===== src/rtl/spi_master_arbiter.sv =====
// Round-robin arbiter sharing one SPI master between N register clients.
// Grants one request at a time, strobes the master, and reports DONE/ERR/RDATA.
module spi_master_arbiter #(
  parameter int D        = 8,
  parameter int A        = 4,
  parameter int N        = 4,
  parameter int START_TO = 8
) (
  input  logic           clock,
  input  logic           reset,
  input  logic [N-1:0]   req,
  input  logic [N-1:0]   req_wr,
  input  logic [N*A-1:0] req_addr,
  input  logic [N*D-1:0] req_data,
  output logic [N-1:0]   gnt,
  output logic [N-1:0]   done,
  output logic           err,
  output logic [D-1:0]   rdata,
  output logic           m_wr,
  output logic           m_rd,
  output logic [A-1:0]   m_addr,
  output logic [D-1:0]   m_datai,
  input  logic [D-1:0]   m_datao,
  input  logic           m_busy
);

  localparam int PW = (N > 1) ? $clog2(N) : 1;
  localparam int CW = $clog2(START_TO + 1);

  typedef enum logic [2:0] {
    IDLE,
    ISSUE,
    WAIT_BUSY,
    WAIT_DONE,
    COMPLETE
  } state_t;

  state_t        state, state_nxt;
  logic [PW-1:0] ptr, ptr_nxt;
  logic [PW-1:0] sel, sel_nxt;
  logic [PW-1:0] pick, sel_inc;
  logic          found;
  logic          op, op_nxt;
  logic [CW-1:0] cnt, cnt_nxt;
  logic [N-1:0]  gnt_nxt, done_nxt, sel_oh;
  logic          err_nxt, m_wr_nxt, m_rd_nxt;
  logic [D-1:0]  rdata_nxt, m_datai_nxt;
  logic [A-1:0]  m_addr_nxt;

  // first requester at or after ptr, wrapping
  always_comb begin
    found = 1'b0;
    pick  = '0;
    for (int i = 0; i < N; i++) begin
      if (!found && req[(int'(ptr) + i) % N]) begin
        found = 1'b1;
        pick  = PW'((int'(ptr) + i) % N);
      end
    end
  end

  assign sel_oh  = N'(1) << sel;
  assign sel_inc = (int'(sel) == N - 1) ? '0 : sel + 1'b1;

  always_ff @(posedge clock) begin
    if (reset) begin
      state   <= IDLE;
      ptr     <= '0;
      sel     <= '0;
      op      <= 1'b0;
      cnt     <= '0;
      gnt     <= '0;
      done    <= '0;
      err     <= 1'b0;
      rdata   <= '0;
      m_wr    <= 1'b0;
      m_rd    <= 1'b0;
      m_addr  <= '0;
      m_datai <= '0;
    end else begin
      state   <= state_nxt;
      ptr     <= ptr_nxt;
      sel     <= sel_nxt;
      op      <= op_nxt;
      cnt     <= cnt_nxt;
      gnt     <= gnt_nxt;
      done    <= done_nxt;
      err     <= err_nxt;
      rdata   <= rdata_nxt;
      m_wr    <= m_wr_nxt;
      m_rd    <= m_rd_nxt;
      m_addr  <= m_addr_nxt;
      m_datai <= m_datai_nxt;
    end
  end

  // next values are registered, so each output shows up in the named state
  always_comb begin
    state_nxt   = state;
    ptr_nxt     = ptr;
    sel_nxt     = sel;
    op_nxt      = op;
    cnt_nxt     = cnt;
    gnt_nxt     = '0;
    done_nxt    = '0;
    err_nxt     = 1'b0;
    rdata_nxt   = rdata;
    m_wr_nxt    = 1'b0;
    m_rd_nxt    = 1'b0;
    m_addr_nxt  = m_addr;
    m_datai_nxt = m_datai;
    unique case (state)
      IDLE: begin
        if (found && !m_busy) begin
          sel_nxt     = pick;
          op_nxt      = req_wr[pick];
          m_addr_nxt  = req_addr[int'(pick)*A +: A];
          m_datai_nxt = req_data[int'(pick)*D +: D];
          gnt_nxt     = N'(1) << pick;
          m_wr_nxt    = req_wr[pick];
          m_rd_nxt    = ~req_wr[pick];
          state_nxt   = ISSUE;
        end
      end
      ISSUE: begin
        cnt_nxt   = '0;
        state_nxt = WAIT_BUSY;
      end
      WAIT_BUSY: begin
        if (m_busy) begin
          state_nxt = WAIT_DONE;
        end else if (cnt == CW'(START_TO - 1)) begin
          done_nxt  = sel_oh;
          err_nxt   = 1'b1;
          ptr_nxt   = sel_inc;
          state_nxt = COMPLETE;
        end else begin
          cnt_nxt = cnt + 1'b1;
        end
      end
      WAIT_DONE: begin
        if (!m_busy) begin
          done_nxt  = sel_oh;
          ptr_nxt   = sel_inc;
          state_nxt = COMPLETE;
          if (!op) rdata_nxt = m_datao;
        end
      end
      COMPLETE: state_nxt = IDLE;
      default:  state_nxt = IDLE;
    endcase
  end

endmodule

===== config.mk =====
export PLATFORM = sky130hd
export DESIGN_NAME = spi_master_arbiter
export DESIGN_NICKNAME = d
export VERILOG_FILES = /design/src/rtl/spi_master_arbiter.sv
export SDC_FILE = /design/constraint.sdc
export NUM_CORES = 1
export LEC_CHECK = 0
export ABC_CLOCK_PERIOD_IN_PS = 2100
export CAP_MARGIN = 20
export CORE_MARGIN = 8
export CORE_UTILIZATION = 42
export CTS_BUF_LIST = sky130_fd_sc_hd__clkbuf_8
export CTS_CLUSTER_DIAMETER = 200
export CTS_CLUSTER_SIZE = 20
export DETAILED_ROUTE_END_ITERATION = 7
export PLACE_DENSITY = 0.9
export SYNTH_ARGS = -nofsm -noshare
export SYNTH_HDL_FRONTEND = slang
export SYNTH_SLANG_ARGS = --single-unit

===== constraint.sdc =====
create_clock -name clock -period 2.1 [get_ports clock]
set_input_delay 0.42 -clock clock [delete_from_list [all_inputs] [get_ports clock]]
set_output_delay 0.42 -clock clock [all_outputs]
set_load 0.02 [all_outputs]

==> results of run 1 <==
worst paths after layout:
check                             to  slack [ps]  cells past startpoint               startpoint
min reg2reg  m_datai[7]$_SDFFE_PP0P_         470                      2  m_datai[7]$_SDFFE_PP0P_
min          m_datai[7]$_SDFFE_PP0P_         470                      2  m_datai[7]$_SDFFE_PP0P_
max          m_datai[3]$_SDFFE_PP0P_          90                      6                   req[0]
max reg2reg  m_datai[3]$_SDFFE_PP0P_         340                      5      ptr[0]$_SDFFE_PP0P_
synth_stat cells (all sizes together) (2+ instances only):
cell / count / area, um2
a211oi: 3 / 35.0
a21oi: 6 / 30.0
and2: 6 / 37.5
buf: 5 / 46.3
clkbuf: 5 / 48.8
dfxtp: 43 / 861
ha: 5 / 62.6
inv: 5 / 18.8
mux2i: 37 / 370
nand2: 19 / 76.3
nand2b: 4 / 32.5
nand3: 7 / 35.0
nand3b: 2 / 15.0
nor2: 27 / 118
nor2b: 4 / 32.5
nor3: 2 / 10.0
nor4: 3 / 33.8
o21ai: 3 / 15.0
o221ai: 13 / 114
xnor2: 3 / 26.3
metal layers:
layer | track usage | part of all wire | vias to the layer above
met5 | 0 | 0 | -
met4 | 0.0548 | 0.016 | 0
met3 | 0.0962 | 0.12 | 10
met2 | 0.258 | 0.48 | 79
met1 | 0.154 | 0.39 | 895
li1 | - | - | 968
worst max-delay path, stage by stage:
cell	delay [ps]
clkdlybuf4s50_1	440
nor2b_2	170
o21a_1	290
nor2_4	460
mux2i_1	260
o221ai_1	130
cell families (layout without fill, tap and decap cells):
group                      count (synthesis)  in the layout  synth area share
buffers and inverters                     15            119            0.0540
DFF                                       43             43             0.408
adders and majority gates                  5              5            0.0297
AOI/OAI and AO/OA                         32             32             0.119
muxes                                     37             37             0.176
and+or+nand+nor                           79             80             0.202
xor gates and xnor gates                   3              3            0.0125
sequential cells by signal (all words and copies together) (netlist names):
register	cells
m_wr	1
sel	2
ptr	2
err	1
op	1
gnt	4
m_rd	1
m_addr	4
done	4
cnt	4
state	3
m_datai	8
rdata	8
power by group through the flow:
stage          clock [uW]  sequential (uW)  combinational (uW)
6_report              642              881                 439
5_1_grt               695              887                 474
4_1_cts               661              881                 438
3_5_place_dp            0              900                 436
3_3_place_gp            0              898                 429
2_1_floorplan           0              928                 181
area by class of cell:
class | instances | area, um2
Clock buffer | 5 | 68.8
Clock inverter | 3 | 43.8
Fill cell | 364 | 1500
Inverter | 5 | 18.8
Multi-Input combinational cell | 157 | 1150
Sequential cell | 43 | 861
Tap cell | 67 | 83.8
Timing Repair Buffer | 106 | 1060
per-stage QoR:
stage | instances | util | power [uW] | setup TNS, ps | cell area [um2]
3_5_place_dp | 377 | 0.661 | 1340 | -2680 | 3160
4_1_cts | 385 | 0.684 | 1980 | 0 | 3270
2_1_floorplan | 214 | - | 1110 | 0 | 2110
6_report | 386 | 0.687 | 1960 | 0 | 3290
5_1_grt | 386 | 0.687 | 2060 | 0 | 3290
3_3_place_gp | 377 | 0.661 | 1330 | -1740 | 3160
what timing repair did:
action | 4_1_cts | 5_1_grt
hold buffers | 0 | 0
setup endpoints to repair | 0 | 3
hold endpoints to repair | 0 | 0
==> summary.txt, run 1 <==
Power
  • Clock network power share: 0.327
  • Share of total power in combinational logic: 0.224
  • Switching share of power: 0.257
  • Pwr per Cell Area: around 600 nW/um2
  • Sequential share of power: 0.449
  • Internal portion of total power: between 1000 and 1500 uW
  • Leakage component of the power: ~0.0013 uW
  • P_sw: about 500 uW
  • Worst supply voltage drop on vdd: approximately 0.00036 V

Timing
  • RSZ-0062 raised after global routing: false
  • Total count of max-transition violations in the final report: 0
  • Worst setup skew after layout: between 7 and 8 ps
  • Final critical-path share of the clock period: 0.957
  • Transition at the pin with the smallest max-transition slack: 487 ps
  • Worst hold slack across all endpoints: roughly 470 ps
  • Final min period: 2010 ps
  • Least setup slack across all paths after layout: just over 90 ps
  • Setup Viol. Count Final: 0
  • Max Fclk: 498 MHz
  • Final-report hold violation count: 0
  • Slew headroom: 0.674

Critical path
  • Arrival time of the worst setup path: 2180 ps
  • Max FO, Critical Path: 14
  • Crit. End Element: register
  • Sort of element at the start of the critical path: primary input
  • Worst setup path category: in2reg
  • Critical path data required time: 2270 ps

Yosys
  • Number of cells produced by synthesis: around 210
  • Number of warning messages in the yosys log: 0
  • FFs w/ async S/R, synth: 0
  • Number of synthesized flops with an enable pin: 0
  • Mapped Area: about 2100 um2
  • Seq cells post-synth: 43
  • Count of unique library cells instantiated by Yosys: slightly above 40
  • Sequential cell area fraction in the yosys report: 0.408
  • Post-Syn Nets: 286
  • Mean instance size in the synthesized netlist: 9.86 um2
  • Dominant synthesized flop cell: dfxtp_1

Clocking
  • Clock Tree Root: clkbuf_8
  • Post-cts gate resize count: 0
  • Buffer depth of the longest clock path: 2
  • Clock-pin slew of the registers on the worst-case setup and hold paths: 90 ps
  • Number of buffers created by CTS: 5
  • Number of post-CTS setup repair buffers: 0
  • Clock tree from TritonCTS: built
  • Clock tree sinks: 43
  • Clk_lat worst skew: ~290 ps
  • H-Tree Level Count: 2

Global routing
  • Maximum number of pins on one net before global-route repair: 29
  • Via count of the first global-routing pass: roughly 2,000
  • Initial antenna violation count: 0
  • Total routing resource utilization after global routing: 0.155
  • Wire length of the first global-routing pass: roughly 9.2 mm
  • Remaining global-route overflow: 0

Hold path
  • Hold Crit Class: reg2reg

Placement
  • Placed wire-length estimate: roughly 4.6 mm
  • Total of buffers placed on input and output ports: slightly below 100
  • Placement Setup Slack: -238 ps
  • Weighted congestion reported at the end of routability-driven placement: around 0.8

Die
  • Area inside the core boundary: around 4800 um2
  • Vertical die dimension: 86.9 um
  • Floorplan die width: roughly 87 um
  • Die Footprint: ~7500 um2
  • Initial core utilization: 0.441
  • Number of rows created at floorplan: 25
  • Io pins: 98

Cells and area
  • Share of cells above drive strength 1: 0.0909
  • Final nets: between 300 and 400
  • Commonest non-fill, non-tap cells in the layout: clkdlybuf4s50_1, dfxtp_1, mux2i_1
  • Diodes inserted: 0
  • Most common cell after layout, fill and taps aside: clkdlybuf4s50_1
  • Area growth from synthesis to final layout: 55.8%

Detailed routing
  • Average wire per cell in the routed design: 15.1 um
  • Via total after detailed routing: 1,952
  • Drt pass-1 iters: 4
  • Initial DRC Count: 86
  • Routed WL: ~5.8 mm
  • Number of remaining DRC errors: 0
  • Post-DR vias/cell: 5.06
  • Number of routed nets with antenna violations: 0

Job
  • Number of maximum-capacitance constraint violations: 0

Status
  • Status: completed
Note: power is estimated with default switching activity, not from simulation.
==> inputs of run 2 (changes only) <==
Settings changed: SETUP_SLACK_MARGIN set to 0.1, SKIP_CTS_REPAIR_TIMING set to 1.
==> summary.txt, run 2 (synthesis gave the netlist of run 1 again) <==
Global routing
  • Wire length of the first global-routing pass: 9.21 mm (unchanged)
  • Initial antenna violation count: 0 (unchanged)
  • Remaining global-route overflow: 0 (unchanged)
  • Via count of the first global-routing pass: 2,042 (unchanged)
  • Maximum number of pins on one net before global-route repair: 29 (unchanged)
  • Total routing resource utilization after global routing: 0.155 (unchanged)

Die
  • Number of rows created at floorplan: 25 (unchanged)
  • Io pins: 98 (unchanged)
  • Die Footprint: 7550 um2 (unchanged)
  • Vertical die dimension: 86.9 um (unchanged)
  • Floorplan die width: 86.9 um (unchanged)
  • Area inside the core boundary: 4790 um2 (unchanged)
  • Initial core utilization: 0.441 (unchanged)

Clocking
  • H-Tree Level Count: 2 (unchanged)
  • Clock tree sinks: 43 (unchanged)
  • Clk_lat worst skew: 290 ps (about the same)
  • Clock-pin slew of the registers on the worst-case setup and hold paths: 90 ps (about the same)
  • Buffer depth of the longest clock path: 2 (unchanged)
  • Number of buffers created by CTS: 5 (unchanged)
  • Clock tree from TritonCTS: built (unchanged)
  • Clock Tree Root: clkbuf_8 (unchanged)

Detailed routing
  • Initial DRC Count: 74 (was 86)
  • Number of routed nets with antenna violations: 0 (unchanged)
  • Drt pass-1 iters: 4 (unchanged)
  • Via total after detailed routing: 1,966 (was 1,952)
  • Average wire per cell in the routed design: 15.1 um (about the same)
  • Routed WL: 5.89 mm (was 5.83 mm)
  • Number of remaining DRC errors: 0 (unchanged)
  • Post-DR vias/cell: 5.05 (was 5.06)

Cells and area
  • Final nets: 393 (was 390)
  • Share of cells above drive strength 1: 0.0994 (was 0.0909)
  • Area growth from synthesis to final layout: 58.0% (was 55.8%)
  • Commonest non-fill, non-tap cells in the layout: clkdlybuf4s50_1, dfxtp_1, mux2i_1 (unchanged)
  • Most common cell after layout, fill and taps aside: clkdlybuf4s50_1 (unchanged)
  • Diodes inserted: 0 (unchanged)
  • Registers with the highest flip-flop counts: m_datai x8, rdata x8 (unchanged)
  • Final Cell Area: 3330 um2 (was 3290 um2)
  • Post-route insts no fill: 389 (was 386)

Power
  • Leakage component of the power: 0.00130 uW (was 0.00127 uW)
  • Worst supply voltage drop on vdd: 0.000392 V (was 0.000355 V)
  • Pwr per Cell Area: 593 nW/um2 (was 597 nW/um2)

Placement
  • Post-placement cell area: 3160 um2 (unchanged)
  • Placed wire-length estimate: 4.60 mm (unchanged)
  • Weighted congestion reported at the end of routability-driven placement: 0.807 (unchanged)
  • Total of buffers placed on input and output ports: 97 (unchanged)
  • Placed Instances: 377 (unchanged)

Critical path
  • Max FO, Critical Path: 14 (unchanged)
  • Sort of element at the start of the critical path: primary input (unchanged)
  • Arrival time of the worst setup path: 2090 ps (was 2180 ps)
  • Worst setup path category: in2reg (unchanged)
  • Critical path data required time: 2270 ps (about the same)
  • Cell-by-cell trace of the critical path: clkdlybuf4s50_1 > nor2b_2 > a211oi_4 > buf_12 > nor2_8 > mux2i_1 > o221ai_1 (was clkdlybuf4s50_1 > nor2b_2 > o21a_1 > nor2_4 > mux2i_1 > o221ai_1)
  • Cell with the largest stage delay on the worst path: clkdlybuf4s50_1 (was nor2_4)
  • Largest stage delay, worst path: 510 ps (was 460 ps)
  • Crit. End Element: register (unchanged)

Timing
  • RSZ-0062 raised after global routing: true (was false)
  • Total count of max-transition violations in the final report: 0 (unchanged)
  • Setup Viol. Count Final: 0 (unchanged)
  • Worst setup skew after layout: 8.32 ps (was 7.20 ps)
  • Final critical-path share of the clock period: 0.912 (was 0.957)
  • Final min period: 1910 ps (was 2010 ps)
  • Final-report hold violation count: 0 (unchanged)
  • Slew headroom: 0.716 (was 0.674)
  • Transition at the pin with the smallest max-transition slack: 424 ps (was 487 ps)
  • Max Fclk: 522 MHz (was 498 MHz)

Status
  • Status: completed (unchanged)

Job
  • Number of maximum-capacitance constraint violations: 0 (unchanged)

Hold path
  • Hold Crit Class: reg2reg (unchanged)
==> run 2: changes by cell type in the layout (fill, tap and decap cells not counted), sizes merged <==
cell  before  now
buf        9   12
==> run 2: area by class of cell <==
| cell class | count | area [um2] |
|---|---|---|
| sequential | 43 | 861 |
| tap | 67 | 83.8 |
| fill | 357 | 1450 |
| clock inverter | 3 | 43.8 |
| inverter | 5 | 18.8 |
| multi-input combinational | 157 | 1150 |
| timing repair buffer | 109 | 1110 |
| clock buffer | 5 | 68.8 |
==> run 2: per-stage QoR <==
step	power, uW	hold slack [ps]	utilization	worst slack [ps]	TNS, ps
after floorplan	1110	423	-	503	0
after global placement	1330	445	0.661	-169	-1740
after detailed placement	1340	447	0.661	-238	-2680
after CTS	1980	472	0.684	77.6	0
after global routing	2070	505	0.696	75.7	0
final	1980	471	0.696	185	0
==> run 2: worst paths after layout <==
check	start	endpoint	slack (ps)	cells past startpoint
worst max-delay path	req[2]	m_addr[1]$_SDFFE_PP0P_	190	7
worst min-delay path	m_datai[7]$_SDFFE_PP0P_	m_datai[7]$_SDFFE_PP0P_	470	2
worst max register to register	ptr[0]$_SDFFE_PP0P_	m_addr[1]$_SDFFE_PP0P_	460	5
worst min register to register	m_datai[7]$_SDFFE_PP0P_	m_datai[7]$_SDFFE_PP0P_	470	2
==> run 2: power by group <==
group / leakage, uW / switching, uW / internal, uW
Sequential: 0.000349 / 27.1 / 854
Combinational: 0.000889 / 190 / 260
Clock: 0.0000581 / 290 / 354
==> run 2: metal layers <==
| layer | routed length [um] | part of all wire | track usage |
|---|---|---|---|
| met1 | 2310 | 0.39 | 0.154 |
| met2 | 2790 | 0.47 | 0.258 |
| met3 | 699 | 0.12 | 0.0962 |
| met4 | 94 | 0.016 | 0.0548 |
| met5 | 0 | 0 | 0 |
==> run 2: worst max-delay path, delay by kind of cell <==
family | cells | cell delay [ps]
compound gates | 2 | 230
buf+inv | 2 | 650
mux | 1 | 260
simple gates | 2 | 520
